`src/rtl/multi_reg_transfer_if.sv`:
```
// Memory-side bus of the block transfer engine: a request held until the
// slave acknowledges it.
interface multi_reg_transfer_if;
    logic        mem_req;
    logic        mem_we;
    logic [31:0] mem_addr;
    logic [31:0] mem_wdata;
    logic        mem_ack;
    logic [31:0] mem_rdata;

    modport master (
        output mem_req, mem_we, mem_addr, mem_wdata,
        input  mem_ack, mem_rdata
    );

    modport slave (
        input  mem_req, mem_we, mem_addr, mem_wdata,
        output mem_ack, mem_rdata
    );
endinterface

```
`src/rtl/multi_reg_transfer.sv`:
```
// LDM/STM-style block transfer between a 15-entry register file (r0-r14)
// and memory, ascending register order with increment-after addressing.
module multi_reg_transfer (
    input  logic                 clock,
    input  logic                 not_reset,
    input  logic                 start,
    input  logic                 is_load,
    input  logic [14:0]          reg_list,
    input  logic [31:0]          base_addr,
    output logic                 busy,
    output logic                 done,
    output logic [31:0]          final_addr,
    output logic [3:0]           rf_sel_rd,
    input  logic [31:0]          rf_rd_data,
    output logic [3:0]           rf_sel_wr,
    output logic [31:0]          rf_wr_data,
    output logic                 rf_wr_en,
    multi_reg_transfer_if.master bus
);

    typedef enum logic [2:0] {IDLE, RD_REG, MEM, WR_REG, DONE} state_t;

    state_t      state_reg;
    logic        load_reg;
    logic [14:0] list_reg;
    logic        busy_reg;
    logic        done_reg;
    logic [31:0] final_addr_reg;
    logic [3:0]  rf_sel_rd_reg;
    logic [3:0]  rf_sel_wr_reg;
    logic [31:0] rf_wr_data_reg;
    logic        rf_wr_en_reg;
    logic        mem_req_reg;
    logic        mem_we_reg;
    logic [31:0] mem_addr_reg;
    logic [31:0] wdata_reg;
    logic        mem_first_reg;

    logic [3:0]  cur_idx;
    logic [3:0]  next_idx;
    logic [14:0] rest_list;
    logic        step_done;
    logic [31:0] byte_count;

    function automatic logic [3:0] lowest_idx(input logic [14:0] v);
        lowest_idx = 4'd0;
        for (int i = 14; i >= 0; i--) begin
            if (v[i]) lowest_idx = 4'(i);
        end
    endfunction

    always_comb begin
        cur_idx    = lowest_idx(list_reg);
        rest_list  = list_reg & (list_reg - 15'd1);
        next_idx   = lowest_idx(rest_list);
        step_done  = (state_reg == WR_REG) ||
                     ((state_reg == MEM) && bus.mem_ack && !load_reg);
        byte_count = 32'($countones(reg_list)) << 2;
    end

    always_ff @(posedge clock or negedge not_reset) begin
        if (!not_reset) begin
            state_reg      <= IDLE;
            load_reg       <= 1'b0;
            list_reg       <= 15'd0;
            busy_reg       <= 1'b0;
            done_reg       <= 1'b0;
            final_addr_reg <= 32'd0;
            rf_sel_rd_reg  <= 4'd0;
            rf_sel_wr_reg  <= 4'd0;
            rf_wr_data_reg <= 32'd0;
            rf_wr_en_reg   <= 1'b0;
            mem_req_reg    <= 1'b0;
            mem_we_reg     <= 1'b0;
            mem_addr_reg   <= 32'd0;
            wdata_reg      <= 32'd0;
            mem_first_reg  <= 1'b0;
        end else begin
            done_reg     <= 1'b0;
            rf_wr_en_reg <= 1'b0;
            case (state_reg)
                IDLE: begin
                    if (start) begin
                        load_reg       <= is_load;
                        list_reg       <= reg_list;
                        mem_addr_reg   <= base_addr;
                        final_addr_reg <= base_addr + byte_count;
                        mem_we_reg     <= !is_load;
                        busy_reg       <= 1'b1;
                        if (reg_list == 15'd0) begin
                            state_reg <= DONE;
                            done_reg  <= 1'b1;
                        end else if (is_load) begin
                            state_reg   <= MEM;
                            mem_req_reg <= 1'b1;
                        end else begin
                            state_reg     <= RD_REG;
                            rf_sel_rd_reg <= lowest_idx(reg_list);
                        end
                    end
                end
                RD_REG: begin
                    state_reg     <= MEM;
                    mem_req_reg   <= 1'b1;
                    mem_first_reg <= 1'b1;
                end
                MEM: begin
                    // Register-file data arrives during the first MEM cycle;
                    // hold it so mem_wdata stays put while ack is pending.
                    mem_first_reg <= 1'b0;
                    if (mem_first_reg) wdata_reg <= rf_rd_data;
                    if (bus.mem_ack) begin
                        mem_req_reg <= 1'b0;
                        if (load_reg) begin
                            state_reg      <= WR_REG;
                            rf_wr_en_reg   <= 1'b1;
                            rf_sel_wr_reg  <= cur_idx;
                            rf_wr_data_reg <= bus.mem_rdata;
                        end
                    end
                end
                WR_REG: begin
                end
                DONE: begin
                    state_reg <= IDLE;
                    busy_reg  <= 1'b0;
                end
                default: state_reg <= IDLE;
            endcase

            // One register finished: drop its bit and move to the next one.
            if (step_done) begin
                list_reg     <= rest_list;
                mem_addr_reg <= mem_addr_reg + 32'd4;
                if (rest_list == 15'd0) begin
                    state_reg <= DONE;
                    done_reg  <= 1'b1;
                end else if (load_reg) begin
                    state_reg   <= MEM;
                    mem_req_reg <= 1'b1;
                end else begin
                    state_reg     <= RD_REG;
                    rf_sel_rd_reg <= next_idx;
                end
            end
        end
    end

    assign busy          = busy_reg;
    assign done          = done_reg;
    assign final_addr    = final_addr_reg;
    assign rf_sel_rd     = rf_sel_rd_reg;
    assign rf_sel_wr     = rf_sel_wr_reg;
    assign rf_wr_data    = rf_wr_data_reg;
    assign rf_wr_en      = rf_wr_en_reg;
    assign bus.mem_req   = mem_req_reg;
    assign bus.mem_we    = mem_we_reg;
    assign bus.mem_addr  = mem_addr_reg;
    assign bus.mem_wdata = mem_first_reg ? rf_rd_data : wdata_reg;

endmodule

```
`src/flat_wrapper.sv`:
```
// flat-port wrapper written by rule: the top's interface ports become plain ports
module multi_reg_transfer_flat 
  (clock, not_reset, start, is_load, reg_list, base_addr, busy, done, final_addr, rf_sel_rd, rf_rd_data, rf_sel_wr, rf_wr_data, rf_wr_en, bus_mem_req, bus_mem_we, bus_mem_addr, bus_mem_wdata, bus_mem_ack, bus_mem_rdata);
  multi_reg_transfer_if bus_i ();
  input  logic clock;
  input  logic not_reset;
  input  logic start;
  input  logic is_load;
  input  logic [14:0] reg_list;
  input  logic [31:0] base_addr;
  output logic busy;
  output logic done;
  output logic [31:0] final_addr;
  output logic [3:0] rf_sel_rd;
  input  logic [31:0] rf_rd_data;
  output logic [3:0] rf_sel_wr;
  output logic [31:0] rf_wr_data;
  output logic rf_wr_en;
  output wire logic [$bits(bus_i.mem_req)-1:0] bus_mem_req;
  output wire logic [$bits(bus_i.mem_we)-1:0] bus_mem_we;
  output wire logic [$bits(bus_i.mem_addr)-1:0] bus_mem_addr;
  output wire logic [$bits(bus_i.mem_wdata)-1:0] bus_mem_wdata;
  input wire logic [$bits(bus_i.mem_ack)-1:0] bus_mem_ack;
  input wire logic [$bits(bus_i.mem_rdata)-1:0] bus_mem_rdata;
  assign bus_mem_req = bus_i.mem_req;
  assign bus_mem_we = bus_i.mem_we;
  assign bus_mem_addr = bus_i.mem_addr;
  assign bus_mem_wdata = bus_i.mem_wdata;
  assign bus_i.mem_ack = bus_mem_ack;
  assign bus_i.mem_rdata = bus_mem_rdata;
  multi_reg_transfer u_core (.clock(clock), .not_reset(not_reset), .start(start), .is_load(is_load), .reg_list(reg_list), .base_addr(base_addr), .busy(busy), .done(done), .final_addr(final_addr), .rf_sel_rd(rf_sel_rd), .rf_rd_data(rf_rd_data), .rf_sel_wr(rf_sel_wr), .rf_wr_data(rf_wr_data), .rf_wr_en(rf_wr_en), .bus(bus_i));
endmodule
```
`config.mk`:
```
export PLATFORM = sky130hd
export DESIGN_NAME = multi_reg_transfer_flat
export DESIGN_NICKNAME = d
export VERILOG_FILES = /design/src/rtl/multi_reg_transfer_if.sv /design/src/rtl/multi_reg_transfer.sv /design/src/flat_wrapper.sv
export SDC_FILE = /design/constraint.sdc
export NUM_CORES = 1
export LEC_CHECK = 0
export BUFFER_PORTS_ARGS = -buffer_cell sky130_fd_sc_hd__buf_2
export CAP_MARGIN = 20
export CORE_MARGIN = 3
export CORE_UTILIZATION = 53
export DETAILED_ROUTE_END_ITERATION = 7
export PLACE_DENSITY = 0.81
export SYNTH_ARGS = -nofsm -noshare
export SYNTH_HDL_FRONTEND = slang
export SYNTH_SLANG_ARGS = --single-unit
```
`constraint.sdc`:
```
create_clock -name clock -period 2.62 [get_ports clock]
set_input_delay 0.131 -clock clock [delete_from_list [all_inputs] [get_ports clock]]
set_output_delay 0.131 -clock clock [all_outputs]
set_load 0.1 [all_outputs]
```
==> flow_summary_export.csv, run 1 <==
group,metric,value,unit
setup_path,reg2reg_depth,6,
place,port_buffers,256,
global_routing,all_layer_gr_usage,31.2,%
cts,clock_tree.buffer_depth,2,
layout,fillerInstances,1022,
global_routing,grt_first_pass_wirelength,46500,um
global_routing,grt_max_degree,79,
sta,rsz0062_at_grt,"true",
cts,cts_made_buffers,17,
sta,min_period,3.92,ns
synth,mappedNetlistArea,9220,um^2
synth,synth-edff-count,0,
synth,ys.flop_type,"sky130_fd_sc_hd__dfrtp_1",
job,max_cap_violations,0,
layout,area.sequential,4040,um^2
setup_path,worstSetupPathDepth,19,
route,drt_pass1_iterations,5,
cts,tritoncts,"yes",
synth,syn_area_per_cell,9.33,um^2
sta,timing_worst_slew_pin_value,1.03,ns
route,routed_wire_length_per_instance,19.1,um
sta,final-max-slew-violation-count,0,
floorplan,initial_core_util,54.8,%
cts,cts-root-buf,"sky130_fd_sc_hd__clkbuf_16",
route,top_signal_layer_used,"met5",
setup_path,end_kind,"flop",
setup_path,cp-start-kind,"primary input",
synth,synth_seq_area_share,43.7,%
route,detail_route.vias_per_cell,5.85,
sta,post-route-period-util,150,%
route,dr_wl_met2,14300,um
sta,final_hold_viol_count,0,
floorplan,rows,47,
layout,syn2layout_area_growth,41.1,%
route,vias,9172,
route,wl_met3,2590,um
synth,yosys_warnings,0,
hold_path,worst_hold_path_stage_count,3,
hold_path,min_path_type,"primary input to flop",
setup_path,critical_path.n_buffers_inverters,6,
place,detailedPlacementHpwl,19500,um
setup_path,worst-endpoint-arrival,4.21,ns
route,wire_length_after_detailed_routing,29900,um
route,drt.antenna.violating_nets,0,
global_routing,gr_ovfl_total,0,
floorplan,die-area,19000,um^2
synth,synth.lib_cells_used.distinct,77,
cts,clk_pin_slew_worst_paths,0.07,ns
synth,synth.net_count,1139,
route,drtIter0Drc,840,
sta,setup_viol,29,
cts,clkSinkCount,161,
outcome,failed_checks,"negative setup slack",
setup_path,cpMaxStageDelayCell,"sky130_fd_sc_hd__fa_1",
layout,nNetsFinal,1484,
outcome,run_status,"finished with violations",
cts,cts-htree-levels,4,
synth,async_reset_ff_share,100,%
sta,timing.max_slew.rel_slack,30.5,%
setup_path,critPathMaxStageDelay,0.52,ns
setup_path,path_class,"primary input to flop",
floorplan,die_width,138,um
setup_path,path_max_fanout,5,
synth,synth.ff_latch_count,161,
synth,syn-instance-count,988,
sta,post_route_setup_slack,-1.30,ns
layout,drive_gt1_share,39.6,%
global_routing,number_of_global_route_vias_before_repair,8877,
layout,combined_area_of_the_multi_input_logic_cells,5270,um^2
synth,post-synth-top-area-cell,"sky130_fd_sc_hd__dfrtp_1",
cts,clk-insertion-delay-late,0.43,ns
floorplan,io_pins,257,
route,remaining_drc_errors,0,
layout,final_core_util,77.4,%
setup_path,path_common_cell,"sky130_fd_sc_hd__fa_1",
synth,synth.top_cell.area_share,43.7,%
synth,synthTopCellsByArea,"sky130_fd_sc_hd__dfrtp_1 44%, sky130_fd_sc_hd__nand2_1 8.6%, sky130_fd_sc_hd__mux2_2 8.2%, sky130_fd_sc_hd__o21ai_0 3.7%, sky130_fd_sc_hd__ha_1 3.3%",
route,m1_wl,12000,um
sta,fmax,255,MHz
sta,clock_skew,0.0125,ns
global_routing,number_of_antenna_violations_at_the_first_check_in_global_routing,2,
setup_path,cp_data_required_time,2.91,ns
floorplan,die_height,138,um
floorplan,core_region_area,16800,um^2
setup_path,category_of_cells_accounting_for_the_largest_share_of_critical_path_delay,"adder cells",
place,gp_congestion,0.938,
setup_path,worstPathCellList,"buf_8 > inv_6 > ha_4 > inv_2 > fa_1 > inv_2 > fa_1 > fa_1 > ha_2 > fa_2 > fa_2 > a21oi_4 > o21bai_4 > a21oi_4 > buf_12 > buf_8 > nor3b_4 > xnor2_1 > o21ai_1",
## logic make-up after synthesis
family	Yosys count	synth area share (%)
flops	161	43.7
xor+xnor	35	3.32
buf+inv	113	5.05
mux	71	8.67
fa+ha+maj	38	5.98
compound gates	196	14.0
simple gates	374	19.3
## cell usage after synthesis, types with 12 or more instances
cell                         n
sky130_fd_sc_hd__dfrtp_1   161
sky130_fd_sc_hd__nor3_1     13
sky130_fd_sc_hd__xnor2_1    30
sky130_fd_sc_hd__nand3_1    21
sky130_fd_sc_hd__nand2_1   211
sky130_fd_sc_hd__o21ai_0    69
sky130_fd_sc_hd__inv_1      52
sky130_fd_sc_hd__o311ai_0   20
sky130_fd_sc_hd__nor2_1     31
sky130_fd_sc_hd__a21oi_1    28
sky130_fd_sc_hd__o211ai_1   12
sky130_fd_sc_hd__ha_1       24
sky130_fd_sc_hd__nor4_1     23
sky130_fd_sc_hd__mux2_2     67
sky130_fd_sc_hd__clkbuf_1   46
## area by class of cell
cell class | instances | share of cell area, %
antenna | 1 | 0.0192
clock buffer | 17 | 3.27
clock inverter | 15 | 1.26
inverter | 53 | 1.80
multi-input combinational | 714 | 40.5
sequential | 161 | 31.1
tap | 220 | 2.12
timing repair buffer | 386 | 19.9
## per-layer routing
metal	vias to the layer above	GRT usage, %
met3	82	7.37
li1	4190	-
met5	-	0
met1	4428	40.3
met4	2	13.2
met2	470	50.4
## layout by cell type, fill, tap and decap left out, drive strengths merged, types with 11 or more instances in the layout
cell         Yosys  layout
a21oi           28      28
buf             13     337
clkbuf          47      17
dfrtp          161     161
dlygate4sd3      0      49
fa              11      11
ha              24      24
inv             52      63
mux2            68      68
nand2          211     211
nand3           21      21
nand4           11      11
nor2            31      31
nor3            13      13
nor4            25      25
o211ai          13      13
o21ai           71      71
o311ai          21      21
or3             12      12
xnor2           30      30
## tightest hold or removal path, delay by kind of cell
family,cells,cell delay (ns)
AO/OA/AOI/OAI,1,0.08
buffers and inverters,1,0.12
AND/OR/NAND/NOR,1,0.07
## metrics by stage
stage / std cells / setup slack [ns] / TNS (ns) / hold slack, ns / area, um^2
2_1_floorplan: 988 / -1.42 / -37.40 / -0.165 / 9560
3_3_place_gp: 1476 / -1.77 / -46.98 / 0.208 / 11500
3_5_place_dp: 1476 / -1.84 / -48.50 / 0.209 / 11500
4_1_cts: 1563 / -1.23 / -31.33 / 0.000613 / 12900
5_1_grt: 1567 / -1.44 / -36.28 / 0.0196 / 13000
6_report: 1567 / -1.30 / -33.05 / 0.0118 / 13000
## path summary, 6_finish.rpt
kind                                                       endpoint                           start  slack (ns)
worst max-delay path              u_core.final_addr[10]$_DFFE_PN0P_                     reg_list[8]       -1.30
worst min-delay path            u_core.bus.mem_addr[29]$_DFFE_PN0P_                   base_addr[29]        0.01
min in group asynchronous         u_core.rf_wr_data[19]$_DFFE_PN0P_                       not_reset        0.30
worst max register to register        u_core.rf_sel_rd[2]$_DFF_PN0_  u_core.list_reg[0]$_DFFE_PN0P_        0.17
max in group asynchronous         u_core.rf_wr_data[31]$_DFFE_PN0P_                       not_reset        1.49
worst min register to register        u_core.bus.mem_we$_DFFE_PN0P_   u_core.bus.mem_we$_DFFE_PN0P_        0.47
## what timing repair did
item	4_1_cts	5_1_grt
endpoints found under the setup margin	29	29
gates cloned	2	0
pin swaps	41	25
buffers inserted	4	4
resized for setup	67	15
hold buffers	49	0
hold endpoints to repair	125	0
Power of run 1 is left out: the tool's default activity adds up to more than one toggle a clock period on the data nets, which glitch-free logic cannot reach.
==> inputs of run 2 (changes only) <==
==> constraint.sdc (replaced) <==
create_clock -name clock -period 3.9 [get_ports clock]
set_input_delay 0.195 -clock clock [delete_from_list [all_inputs] [get_ports clock]]
set_output_delay 0.195 -clock clock [all_outputs]
set_load 0.1 [all_outputs]
==> run 2 against run 1 <==
  * The run still ends with negative setup slack left
  * Flip-flop and latch count stayed put
  * Clock-buffer cell count is the same
  * Register-to-register slack improved by 0.80 ns
  * Clock skew fell by 0.0046 ns
  * Setup slack improved by 1.2 ns
  * Global-route usage is 0.89 points lower
  * Final cell count decreased by 2.6%
  * Critical path type unchanged
==> flow_summary_export.csv, run 2 (synthesized netlist as in run 1, its figures left out) <==
group,metric,value,unit
outcome,run_status,"finished with violations",
outcome,failed_checks,"negative setup slack",
layout,fillerInstances,1083,
setup_path,cp-start-kind,"primary input",
route,drtIter0Drc,583,
setup_path,critical_path.n_buffers_inverters,6,
route,wire_length_after_detailed_routing,29000,um
sta,rsz0062_at_grt,"true",
setup_path,cpMaxStageDelayCell,"sky130_fd_sc_hd__fa_1",
global_routing,number_of_global_route_vias_before_repair,8904,
floorplan,die_height,138,um
floorplan,die-area,19000,um^2
cts,clk_pin_slew_worst_paths,0.07,ns
layout,drive_gt1_share,37.5,%
global_routing,number_of_antenna_violations_at_the_first_check_in_global_routing,1,
place,port_buffers,256,
sta,timing.max_slew.rel_slack,29.2,%
sta,final-max-slew-violation-count,0,
sta,timing_worst_slew_pin_value,1.06,ns
setup_path,critPathMaxStageDelay,0.49,ns
setup_path,category_of_cells_accounting_for_the_largest_share_of_critical_path_delay,"adder cells",
layout,final_design_area_no_fill,12600,um^2
hold_path,min_path_type,"primary input to flop",
route,drt.antenna.violating_nets,0,
layout,syn2layout_area_growth,36.8,%
sta,clock_skew,0.00788,ns
route,routed_wire_length_per_instance,19.0,um
place,gp_congestion,0.928,
layout,leading_cell_types_in_the_layout_fill_and_taps_excluded,"243 x sky130_fd_sc_hd__buf_2, 211 x sky130_fd_sc_hd__nand2_1, 161 x sky130_fd_sc_hd__dfrtp_1",
cts,cts-root-buf,"sky130_fd_sc_hd__clkbuf_16",
cts,clk-insertion-delay-late,0.43,ns
route,drt_pass1_iterations,5,
floorplan,initial_core_util,54.8,%
setup_path,reg2reg_depth,6,
job,max_cap_violations,0,
floorplan,die_width,138,um
floorplan,rows,47,
setup_path,end_kind,"flop",
cts,clock_tree.buffer_depth,2,
sta,fmax,249,MHz
setup_path,worstPathCellList,"buf_4 > inv_2 > ha_4 > inv_1 > fa_1 > inv_1 > fa_1 > fa_1 > ha_2 > fa_2 > xor2_1 > ha_1 > buf_6 > a21oi_4 > o21a_4 > clkbuf_16 > nor4_4 > xnor2_1 > o21ai_0",
sta,setup_viol,23,
place,detailedPlacementHpwl,18900,um
route,remaining_drc_errors,0,
sta,post-route-period-util,103,%
sta,final_hold_viol_count,0,
sta,post_route_setup_slack,-0.119,ns
setup_path,path_class,"primary input to flop",
route,vias,8965,
layout,nNetsFinal,1443,
setup_path,cp_data_required_time,4.16,ns
place,detailed_place.area,11200,um^2
floorplan,core_region_area,16800,um^2
route,detail_route.vias_per_cell,5.87,
setup_path,path_max_fanout,6,
sta,min_period,4.02,ns
cts,cts_made_buffers,17,
cts,clkSinkCount,161,
global_routing,grt_max_degree,100,
floorplan,io_pins,257,
setup_path,worstSetupPathDepth,19,
hold_path,worst_hold_path_stage_count,2,
setup_path,path_common_cell,"sky130_fd_sc_hd__fa_1",
layout,final_common_cell,"sky130_fd_sc_hd__buf_2",
layout,final_core_util,75.0,%
place,preCtsSetupSlack,-0.674,ns
cts,cts-htree-levels,4,
global_routing,grt_first_pass_wirelength,45000,um
setup_path,worst-endpoint-arrival,4.28,ns
global_routing,gr_ovfl_total,0,
setup_path,worst-r2r-setup-slack,0.97,ns
cts,tritoncts,"yes",
global_routing,all_layer_gr_usage,30.3,%
[run 2: area by class of cell]
cell class	count	area, um^2	share of cell area (%)
clock buffers	17	425	3.37
well taps	220	275	2.18
clock inverters	15	163	1.29
diodes	1	2.50	0.0198
inverters	53	234	1.85
flip-flops and latches	161	4030	31.9
repair buffers	345	2230	17.7
multi-input cells	714	5250	41.7
[run 2: per-layer routing]
layer / vias up / part of all wire [%] / GRT usage [%]
met3: 95 / 8.8 / 8.27
met4: 0 / 4.1 / 14.7
met1: 4284 / 40 / 37.7
li1: 4117 / - / -
met5: - / 0 / 0
met2: 469 / 47 / 48.8
[run 2: worst register-to-register path, stage by stage, from the launching register on]
cell	delay, ns
sky130_fd_sc_hd__dfrtp_1	0.53
sky130_fd_sc_hd__nor4_2	0.60
sky130_fd_sc_hd__nand2_1	0.42
sky130_fd_sc_hd__o311ai_1	0.52
sky130_fd_sc_hd__o2111ai_2	0.21
sky130_fd_sc_hd__and2_4	0.24
sky130_fd_sc_hd__mux2_4	0.29
[run 2: repair_timing]
action | 4_1_cts | 5_1_grt
setup endpoints to repair | 25 | 25
buffers inserted | 6 | 3
endpoints found under the hold margin | 104 | 0
pin swaps | 26 | 31
resized for setup | 56 | 19
hold buffers | 36 | 0
cloned | 1 | 1
[run 2: metrics by stage]
| step | cells | hold WS, ns | TNS, ns |
|---|---|---|---|
| floorplan | 988 | -0.101 | -3.81 |
| global placement | 1446 | 0.226 | -12.43 |
| detailed placement | 1447 | 0.237 | -14.49 |
| CTS | 1522 | 0.00259 | -0.337 |
| global route | 1526 | 0.00983 | -4.46 |
| finish | 1526 | 0.0239 | -1.17 |
[run 2: final timing paths]
path	from	end
max in group asynchronous	not_reset	u_core.final_addr[9]$_DFFE_PN0P_
min in group asynchronous	not_reset	u_core.rf_wr_en$_DFF_PN0_
hold reg to reg	u_core.rf_wr_data[21]$_DFFE_PN0P_	u_core.rf_wr_data[21]$_DFFE_PN0P_
setup / recovery	reg_list[7]	u_core.final_addr[17]$_DFFE_PN0P_
hold / removal	base_addr[26]	u_core.bus.mem_addr[26]$_DFFE_PN0P_
setup reg to reg	u_core.list_reg[4]$_DFFE_PN0P_	u_core.rf_sel_rd[2]$_DFF_PN0_
Power of run 2 is left out for the same reason.
==> inputs of run 3 (changes only) <==
--- a/config.mk
+++ b/config.mk
@@ -7,10 +7,10 @@
 export LEC_CHECK = 0
 export BUFFER_PORTS_ARGS = -buffer_cell sky130_fd_sc_hd__buf_2
 export CAP_MARGIN = 20
-export CORE_MARGIN = 3
-export CORE_UTILIZATION = 53
+export CORE_MARGIN = 5
+export CORE_UTILIZATION = 48
 export DETAILED_ROUTE_END_ITERATION = 7
-export PLACE_DENSITY = 0.81
+export PLACE_DENSITY = 0.77
 export SYNTH_ARGS = -nofsm -noshare
 export SYNTH_HDL_FRONTEND = slang
 export SYNTH_SLANG_ARGS = --single-unit
==> constraint.sdc (replaced) <==
create_clock -name clock -period 3.46 [get_ports clock]
set_input_delay 0.173 -clock clock [delete_from_list [all_inputs] [get_ports clock]]
set_output_delay 0.173 -clock clock [all_outputs]
set_load 0.1 [all_outputs]
==> run 3 against run 2 <==
  * The run still ends with negative setup slack left
  * Final cell count increased by 3.8%
  * Routed wire length down 0.30%
  * Critical path depth is 1 higher
  * Critical endpoint is now u_core.final_addr[11]$_DFFE_PN0P_
  * Highest routed layer unchanged
==> flow_summary_export.csv, run 3 (synthesized netlist as in run 1, its figures left out) <==
group,metric,value,unit
outcome,run_status,"finished with violations",
outcome,failed_checks,"negative setup slack",
sta,hold_ws,0.0406,ns
setup_path,path_class,"primary input to flop",
layout,nNetsFinal,1462,
sta,min_period,4.03,ns
sta,fmax,248,MHz
sta,post-route-period-util,116,%
layout,leading_cell_types_in_the_layout_fill_and_taps_excluded,"245 x sky130_fd_sc_hd__buf_2, 211 x sky130_fd_sc_hd__nand2_1, 161 x sky130_fd_sc_hd__dfrtp_1",
global_routing,grt_max_degree,74,
sta,final-max-slew-violation-count,0,
layout,syn2layout_area_growth,38.6,%
layout,drive_gt1_share,37.6,%
cts,cts-root-buf,"sky130_fd_sc_hd__clkbuf_16",
floorplan,die-area,22100,um^2
sta,timing.max_slew.rel_slack,29.5,%
sta,rsz0062_at_grt,"true",
sta,post_route_setup_slack,-0.571,ns
sta,timing_worst_slew_pin_value,1.06,ns
global_routing,number_of_antenna_violations_at_the_first_check_in_global_routing,0,
floorplan,rows,50,
route,drt.antenna.violating_nets,0,
hold_path,min_path_type,"primary input to flop",
cts,cts-htree-levels,4,
sta,setup_viol,27,
cts,clk-insertion-delay-late,0.43,ns
route,remaining_drc_errors,0,
cts,clk_pin_slew_worst_paths,0.07,ns
setup_path,end_kind,"flop",
cts,clock_tree.buffer_depth,2,
setup_path,cp_data_required_time,3.74,ns
place,detailedPlacementHpwl,19500,um
layout,area.sequential,4030,um^2
cts,clkSinkCount,161,
floorplan,core_region_area,18800,um^2
floorplan,io_pins,257,
sta,clock_skew,0.0131,ns
route,drtIter0Drc,744,
place,gp_congestion,0.907,
layout,final_common_cell,"sky130_fd_sc_hd__buf_2",
layout,fillerInstances,1362,
route,detail_route.vias_per_cell,5.66,
route,vias,8973,
global_routing,gr_ovfl_total,0,
global_routing,grt_first_pass_wirelength,45900,um
global_routing,all_layer_gr_usage,25.6,%
global_routing,number_of_global_route_vias_before_repair,8844,
route,routed_wire_length_per_instance,18.3,um
cts,cts_made_buffers,17,
place,port_buffers,256,
route,drt_pass1_iterations,8,
floorplan,initial_core_util,49.0,%
layout,combined_area_of_the_multi_input_logic_cells,5210,um^2
job,max_cap_violations,0,
setup_path,cp-start-kind,"primary input",
layout,antenna_cells,0,
route,wire_length_after_detailed_routing,28900,um
setup_path,path_max_fanout,5,
floorplan,die_width,149,um
cts,tritoncts,"yes",
floorplan,die_height,149,um
sta,final_hold_viol_count,0,
setup_path,worst-endpoint-arrival,4.31,ns
## run 3: cell types whose count changed in the layout (fill, tap and decap cells not counted), moves of 4 or more
cell,previous run,this run
sky130_fd_sc_hd__o21ai_1,15,20
sky130_fd_sc_hd__buf_4,44,57
sky130_fd_sc_hd__inv_8,5,1
sky130_fd_sc_hd__ha_1,11,17
sky130_fd_sc_hd__o21ai_0,53,48
sky130_fd_sc_hd__ha_4,10,6
## run 3: worst paths after layout
check	start	endpoint	slack [ns]	cells after the start
setup / recovery	reg_list[10]	u_core.final_addr[11]$_DFFE_PN0P_	-0.57	20
setup reg to reg	u_core.list_reg[6]$_DFFE_PN0P_	u_core.rf_sel_rd[2]$_DFF_PN0_	0.64	6
hold / removal	base_addr[5]	u_core.bus.mem_addr[5]$_DFFE_PN0P_	0.04	3
hold reg to reg	u_core.rf_wr_data[1]$_DFFE_PN0P_	u_core.rf_wr_data[1]$_DFFE_PN0P_	0.47	2
max in group asynchronous	not_reset	u_core.wdata_reg[7]$_DFFE_PN0N_	2.20	3
min in group asynchronous	not_reset	u_core.final_addr[1]$_DFFE_PN0P_	0.33	2
## run 3: worst max-delay path, cell delays in order
cell                      delay [ns]
sky130_fd_sc_hd__buf_6          0.09
sky130_fd_sc_hd__inv_4          0.04
sky130_fd_sc_hd__ha_4           0.26
sky130_fd_sc_hd__inv_2          0.04
sky130_fd_sc_hd__fa_1           0.49
sky130_fd_sc_hd__inv_2          0.04
sky130_fd_sc_hd__fa_1           0.54
sky130_fd_sc_hd__fa_1           0.43
sky130_fd_sc_hd__ha_2           0.20
sky130_fd_sc_hd__fa_2           0.35
sky130_fd_sc_hd__xor2_1         0.16
sky130_fd_sc_hd__ha_1           0.40
sky130_fd_sc_hd__buf_6          0.14
sky130_fd_sc_hd__a21oi_4        0.05
sky130_fd_sc_hd__o21a_4         0.25
sky130_fd_sc_hd__buf_16         0.15
sky130_fd_sc_hd__buf_4          0.14
sky130_fd_sc_hd__nor4_4         0.14
sky130_fd_sc_hd__xnor2_1        0.14
sky130_fd_sc_hd__o21ai_0        0.08
## run 3: routing by layer
layer | vias up | share of wire [%] | global-route usage, % | wire length, um
met2 | 420 | 49 | 43.1 | 14100
li1 | 4157 | - | - | -
met4 | 0 | 3.1 | 8.08 | 893
met1 | 4319 | 40 | 32.0 | 11500
met3 | 77 | 8.5 | 7.22 | 2460
met5 | - | 0 | 0 | 0
## run 3: cell type report
cell class	count	area share [%]
multi-input cells	714	40.8
flip-flops and latches	161	31.5
repair buffers	364	18.7
clock buffers	19	3.47
well taps	260	2.55
inverters	53	1.79
clock inverters	13	1.18
## run 3: through the flow
step	util (%)	instances	worst slack, ns	cell area [um^2]	TNS (ns)
floorplan	-	988	-0.622	9540	-14.48
global placement	60.1	1496	-0.990	11300	-25.00
detailed placement	60.1	1496	-1.06	11300	-26.72
CTS	67.3	1578	-0.524	12700	-11.31
global route	67.9	1584	-0.726	12800	-16.56
finish	67.9	1584	-0.571	12800	-12.99
## run 3: repair_timing
action / CTS / global route
hold buffers: 38 / 1
hold endpoints to repair: 110 / 1
setup endpoints to repair: 27 / 28
pin swaps: 35 / 37
resized for setup: 53 / 18
cloned: 2 / 0
setup buffers: 11 / 9
Power of run 3 is left out for the same reason.
